===== src/rtl/demux_stream_1x4.sv =====
// Registered 1-to-4 stream demultiplexer: one valid/ready input steered to four
// single-entry output channels, by explicit select or a round-robin pointer.
module demux_stream_1x4 #(
  parameter int WIDTH = 8
) (
  input  logic                 clk,
  input  logic                 rst,
  input  logic [WIDTH-1:0]     in_data,
  input  logic [1:0]           in_sel,
  input  logic                 in_valid,
  output logic                 in_ready,
  input  logic                 rr_en,
  output logic [4*WIDTH-1:0]   out_data,
  output logic [3:0]           out_valid,
  input  logic [3:0]           out_ready,
  output logic [1:0]           rr_ptr
);

  // Handshake: a word transfers on any rising edge where valid && ready on the
  // same interface; ready never depends on valid, and a held word stays stable
  // until its consumer's ready is seen high.

  logic [4*WIDTH-1:0] out_data_q, out_data_d;
  logic [3:0]         out_valid_q, out_valid_d;
  logic [1:0]         rr_ptr_q, rr_ptr_d;
  logic [1:0]         target;
  logic               accept;

  always_comb begin
    target      = rr_en ? rr_ptr_q : in_sel;
    in_ready    = !out_valid_q[target] || out_ready[target];
    accept      = in_valid && in_ready;
    // Every channel drains on its own; a fill below overrides the target's drain.
    out_valid_d = out_valid_q & ~out_ready;
    out_data_d  = out_data_q;
    rr_ptr_d    = rr_ptr_q;
    if (accept) begin
      out_valid_d[target]                 = 1'b1;
      out_data_d[target*WIDTH +: WIDTH]   = in_data;
      if (rr_en) begin
        rr_ptr_d = rr_ptr_q + 2'd1;
      end
    end
  end

  always_ff @(posedge clk) begin
    if (rst) begin
      out_data_q  <= '0;
      out_valid_q <= '0;
      rr_ptr_q    <= '0;
    end else begin
      out_data_q  <= out_data_d;
      out_valid_q <= out_valid_d;
      rr_ptr_q    <= rr_ptr_d;
    end
  end

  assign out_data  = out_data_q;
  assign out_valid = out_valid_q;
  assign rr_ptr    = rr_ptr_q;

endmodule


===== config.mk =====
export PLATFORM = sky130hd
export DESIGN_NAME = demux_stream_1x4
export DESIGN_NICKNAME = d
export VERILOG_FILES = /design/src/rtl/demux_stream_1x4.sv
export SDC_FILE = /design/constraint.sdc
export NUM_CORES = 1
export LEC_CHECK = 0
export CAP_MARGIN = 40
export CORE_MARGIN = 1.5
export CORE_UTILIZATION = 52
export CTS_CLUSTER_DIAMETER = 60
export DETAILED_ROUTE_END_ITERATION = 7
export GPL_ROUTABILITY_DRIVEN = 0
export PLACE_DENSITY = 0.83
export SLEW_MARGIN = 40
export SYNTH_ARGS = -nofsm -noshare
export SYNTH_HDL_FRONTEND = slang
export SYNTH_SLANG_ARGS = --single-unit

===== constraint.sdc =====
create_clock -name clk -period 4.29 [get_ports clk]
set_clock_uncertainty 0.1 [all_clocks]
set_input_delay 0.858 -clock clk [delete_from_list [all_inputs] [get_ports clk]]
set_output_delay 0.858 -clock clk [all_outputs]
set_load 0.01 [all_outputs]

==> impl_metrics.tcl, run 1 <==
set metrics [dict create \
    pwr_density_cell_nw_per_um2 272 \
    status "finished, final reports clean" \
    post-dp-hpwl_mm 3.22 \
    slew_viol_final 0 \
    cts-resized-gates 0 \
    syn_area_um2 2070 \
    core_area_um2 3740 \
    io_buffers 56 \
    drt_iter0_markers 94 \
    whs_endpoint "out_data[19]" \
    cp-startpoint "rr_en" \
    synth_nets 234 \
    hp-class "register to register" \
    rsz0062_at_grt "false" \
    synth_ff_type "dfxtp_1" \
    cp-end-kind "output pin" \
    die_w_um 66.0 \
    synth_area_leader_cell "dfxtp_1" \
    grt-ovfl-total 0 \
    wl_per_cell_um 14.3 \
    r2r_setup_slack_ps 2090 \
    min-delay-start "out_data[19]" \
    initial_utilization 0.552 \
    cpMaxStageDelayCell "clkdlybuf4s50_1" \
    cts_max_path_buffers 2 \
    via_per_inst 5.37 \
    io_pins 57 \
    wl_mm 4.52 \
    cts_tree "built" \
    cp-start-kind "input port" \
    fp.dieH_um 66.0 \
    dieArea_um2 4360 \
    synth_area_per_cell_um2 9.93 \
    grt_antenna_before_repair 0 \
    critPathMostFrequentCell "clkdlybuf4s50_1" \
    power_mw 0.749 \
    worstPathRequired_ps 3330 \
    grt_use_total 0.215 \
    drive_gt1_frac 0.116 \
    cts_setup_buffers 0 \
    grt_start_max_net_pins 31 \
    fill_cells 286 \
    grt_pass1_wl_mm 7.37 \
    synth_top_area_frac 0.368 \
    post-route-period-util 0.925 \
    firstDrtPassIters 4 \
    rows 22 \
    r2r_end "out_data[19]" \
    crit_chain "clkdlybuf4s50_1, mux2i_4, mux2i_2, mux2_2, clkdlybuf4s50_1" \
    drt_drc_violations_left 0 \
    vdd_drop_max_v 0.000238 \
    worstMarginPinSlew_ps 718 \
    synth-seq-cells 38 \
    syn2layout_area_growth_pct 33.4 \
    hold_violations 0 \
    fin_nets 292 \
    crit-reg2reg-launch "rr_ptr[0]" \
    postLayoutCoreUtil 0.736 \
    finalCriticalPeriod_ps 3970 \
    timing.hold.ws_ps 378 \
    finalSetupViolCount 0 \
    cts_buffers 5 \
    path_delay_family "buffers and inverters" \
    yosys-top-cells-area "dfxtp_1 37%, mux2i_1 7.8%, nand2b_1 7.3%, nand4b_1 7.2%, a211o_1 6.8%" \
    path_clk_slew_ps 80 \
    async_reset_ff_frac 0 \
    synth_most_common_cell "dfxtp_1" \
    syn_inst 208 \
    ys_seq_area_frac 0.368 \
    cts_root_buffer "clkbuf_8" \
    maxCapViolations 0 \
    vias 1691 \
    max_freq_mhz 252 \
    clock-sinks 38 \
    worstSkewPairLatency_ps 290 \
    crit_buf_inv 2 \
    yosysWarnings 0 \
    r2r_cells 6 \
    ys_top_cells_by_count "38 x dfxtp_1, 33 x nand2_1, 24 x nand2b_1, 17 x nand4b_1" \
    critPathMaxFanout 8 \
    crit_arrival_ps 3010 \
    max_stage_delay_ps 550 \
    diodes 0 \
    dp.cells 307 \
    grt_pass1_vias 1551 \
    cts-hold-fix-buffers 0 \
    final.setup.tns_ps 0 \
    stdcell_count 315 \
    max_slew_margin 0.520 \
    synth-edff-count 0 \
    hold_depth 2 \
    p_leak_nw 1.10 \
    final_antenna_net_count 0 \
    synth_cell_types 31 \
    worst-setup-path-type "input port to output pin" \
    htreeDepth 2 \
]
metal layers:
layer,vias up,wire length (um),global-route usage
met3,2,204,0.0358
met5,-,0,0
met1,786,2240,0.301
li1,853,-,-
met4,0,12,0.0561
met2,50,2060,0.345
cell usage in the layout, fill, tap and decap left out, drive strengths merged, types with 6 or more instances in the layout:
| cell type | synthesis | final |
|---|---|---|
| nor2 | 7 | 7 |
| ha | 8 | 8 |
| clkbuf | 5 | 6 |
| mux2i | 20 | 20 |
| nor2b | 12 | 12 |
| nand2b | 24 | 24 |
| clkdlybuf4s50 | 0 | 55 |
| nand2 | 33 | 33 |
| buf | 5 | 6 |
| nand4b | 17 | 17 |
| a211o | 16 | 16 |
| dfxtp | 38 | 38 |
through the flow:
step | cell area, um^2 | worst slack, ps
detailed placement | 2670 | 302
global placement | 2670 | 355
floorplan | 2070 | 1480
CTS | 2760 | 301
global route | 2760 | 205
finish | 2760 | 321
worst max path at each step:
stage	end	depth (start not counted)
2_1_floorplan	in_ready	3
6_report	in_ready	5
4_1_cts	in_ready	5
3_3_place_gp	in_ready	5
5_1_grt	in_ready	5
3_5_place_dp	in_ready	5
final cells by class:
class / instances / area [um^2] / share of cell area
Tap cell: 48 / 60.1 / 0.0218
Multi-Input combinational cell: 157 / 1230 / 0.448
Clock inverter: 2 / 12.5 / 0.00454
Clock buffer: 6 / 82.6 / 0.0300
Inverter: 3 / 11.3 / 0.00409
Timing Repair Buffer: 61 / 593 / 0.215
Sequential cell: 38 / 761 / 0.276
sequential cells by signal, summed over array words and instances, names as in the netlist:
name and flops:
out_data 32, out_valid 4, rr_ptr 2
tightest hold or removal path, cell delays in order, from the launching register on:
cell	delay [ps]
dfxtp_1	310
nand2b_1	60
mux2i_1	60
kinds of logic (layout without fill, tap and decap cells):
kind of cell               count (synthesis)  count (layout)  share of synthesized area
AOI/OAI and AO/OA                         23              23                      0.104
DFF                                       38              38                      0.368
muxes                                     22              22                      0.128
xor gates and xnor gates                   1               1                    0.00424
buffers and inverters                     13              72                     0.0339
adders and majority gates                  8               8                     0.0485
and+or+nand+nor                          103             103                      0.313
power by group:
group          switching, mW  leakage [nW]  internal [mW]
clock network          0.127        0.0472          0.129
logic                 0.0704         0.742         0.0606
registers            0.00383         0.307          0.358
total                  0.201          1.10          0.548
Note: power is estimated with default switching activity, not from simulation.
==> run 2: changes to the inputs <==
--- a/config.mk
+++ b/config.mk
@@ -7,11 +7,11 @@
 export LEC_CHECK = 0
 export CAP_MARGIN = 40
 export CORE_MARGIN = 1.5
-export CORE_UTILIZATION = 52
+export CORE_UTILIZATION = 45
 export CTS_CLUSTER_DIAMETER = 60
 export DETAILED_ROUTE_END_ITERATION = 7
 export GPL_ROUTABILITY_DRIVEN = 0
-export PLACE_DENSITY = 0.83
+export PLACE_DENSITY = 0.73
 export SLEW_MARGIN = 40
 export SYNTH_ARGS = -nofsm -noshare
 export SYNTH_HDL_FRONTEND = slang
==> run 2 against run 1 <==
  * Register-to-register slack about the same
  * Die area up 15%
  * Worst hold slack worse by 4.3 ps
  * Cell count up 1.3%
  * Setup slack worse by 38 ps
  * Total power up 0.89%
  * Wire length up 4.7%
  * Utilization down 11 points
  * Largest cell class unchanged
==> impl_metrics.tcl, run 2 (synthesis results as in run 1) <==
set metrics [dict create \
    status "finished, final reports clean" \
    syn2layout_area_growth_pct 33.6 \
    worstPathRequired_ps 3330 \
    crit-reg2reg-launch "rr_ptr[0]" \
    grt_antenna_before_repair 0 \
    most-common-layout-cells "55 x clkdlybuf4s50_1, 38 x dfxtp_1, 33 x nand2_1, 24 x nand2b_1, 17 x nand4b_1" \
    cts-resized-gates 0 \
    cts-hold-fix-buffers 0 \
    largest_reg_flops 32 \
    grt_pass1_vias 1662 \
    clkPwrFrac 0.346 \
    slew_viol_final 0 \
    cp-end-kind "output pin" \
    cp-startpoint "rr_en" \
    final_antenna_net_count 0 \
    p_sw_mw 0.208 \
    pwr_density_cell_nw_per_um2 274 \
    worstMarginPinSlew_ps 707 \
    cts_buffers 5 \
    p_comb_frac 0.176 \
    cts_root_buffer "clkbuf_8" \
    die_w_um 70.8 \
    p_sw_frac 0.275 \
    multi_input_area_um2 1230 \
    final.setup.tns_ps 0 \
    grt-ovfl-total 0 \
    htreeDepth 2 \
    timing.hold.ws_ps 374 \
    fill_cells 397 \
    crit_arrival_ps 3050 \
    power_mw 0.756 \
    dieArea_um2 5010 \
    post-dp-hpwl_mm 3.35 \
    p_leak_nw 1.10 \
    io_buffers 56 \
    r2r_setup_slack_ps 2090 \
    grt_use_total 0.197 \
    worstSkewPairLatency_ps 290 \
    layout_commonest_cell "clkdlybuf4s50_1" \
    maxCapViolations 0 \
    drive_gt1_frac 0.116 \
    drt_iter0_markers 79 \
    r2r_end "out_data[18]" \
    hold_violations 0 \
    rsz0062_at_grt "false" \
    core_area_um2 4380 \
    vias 1676 \
    max_freq_mhz 250 \
    internal-power_mw 0.548 \
    grt_start_max_net_pins 39 \
    wl_mm 4.73 \
    finalSetupViolCount 0 \
    worst-setup-path-type "input port to output pin" \
    post-route-period-util 0.934 \
    path_clk_slew_ps 70 \
    cts_max_path_buffers 2 \
    crit_path_end "in_ready" \
    via_per_inst 5.25 \
    regArea_um2 761 \
    max_slew_margin 0.527 \
    critPathMaxFanout 8 \
    initial_utilization 0.471 \
    cts_tree "built" \
    seqPwrFrac 0.478 \
    firstDrtPassIters 4 \
    wl_per_cell_um 14.8 \
    drt_drc_violations_left 0 \
    hp-class "register to register" \
    r2r_cells 6 \
    clock-sinks 38 \
    rows 24 \
    fp.dieH_um 70.8 \
    vdd_drop_max_v 0.000165 \
    cts_setup_buffers 0 \
    fin_nets 292 \
    grt_pass1_wl_mm 7.99 \
    diodes 0 \
    finalCriticalPeriod_ps 4010 \
    io_pins 57 \
    cp-start-kind "input port" \
]
run 2: cell counts in the layout (fill, tap and decap cells not counted):
No cell type changed its count.
run 2: critical path, cell delays in order:
cell and delay (ps):
clkdlybuf4s50_1 540, mux2i_4 430, mux2i_2 380, mux2_2 280, clkdlybuf4s50_1 560
run 2: how the worst min path moves through the flow:
stage	start	endpoint	slack, ps	cells after the start
after floorplan	out_data[21]	out_data[21]	400	2
after global placement	out_data[29]	out_data[29]	360	2
after detailed placement	out_data[30]	out_data[30]	370	2
after CTS	out_data[30]	out_data[30]	380	2
after global routing	out_data[10]	out_data[10]	400	2
final	out_data[30]	out_data[30]	370	2
run 2: area by class of cell:
cell class	instances	area share
multi-input cells	157	0.447
clock inverters	2	0.00453
clock buffers	6	0.0299
repair buffers	61	0.215
well taps	52	0.0236
inverters	3	0.00408
flip-flops and latches	38	0.276
run 2: metal layers:
layer,part of all wire,GRT usage,up-vias
met3,0.052,0.0370,7
met2,0.44,0.308,42
met1,0.49,0.270,776
li1,-,-,851
met5,0,0,-
met4,0.016,0.0797,0
run 2: power by group through the flow:
stage               Clock, mW  Combinational (mW)  Sequential [mW]
global placement            0               0.132            0.370
finish                  0.261               0.133            0.361
detailed placement          0               0.132            0.370
global route            0.282               0.143            0.362
floorplan                   0              0.0825            0.372
CTS                     0.265               0.133            0.362
run 2: through the flow:
stage / instance area, um^2 / setup slack [ps] / util / std cells
2_1_floorplan: 2070 / 1480 / - / 208
4_1_cts: 2760 / 300 / 0.630 / 319
6_report: 2760 / 282 / 0.630 / 319
3_3_place_gp: 2670 / 355 / 0.609 / 311
5_1_grt: 2760 / 171 / 0.630 / 319
3_5_place_dp: 2670 / 307 / 0.608 / 311
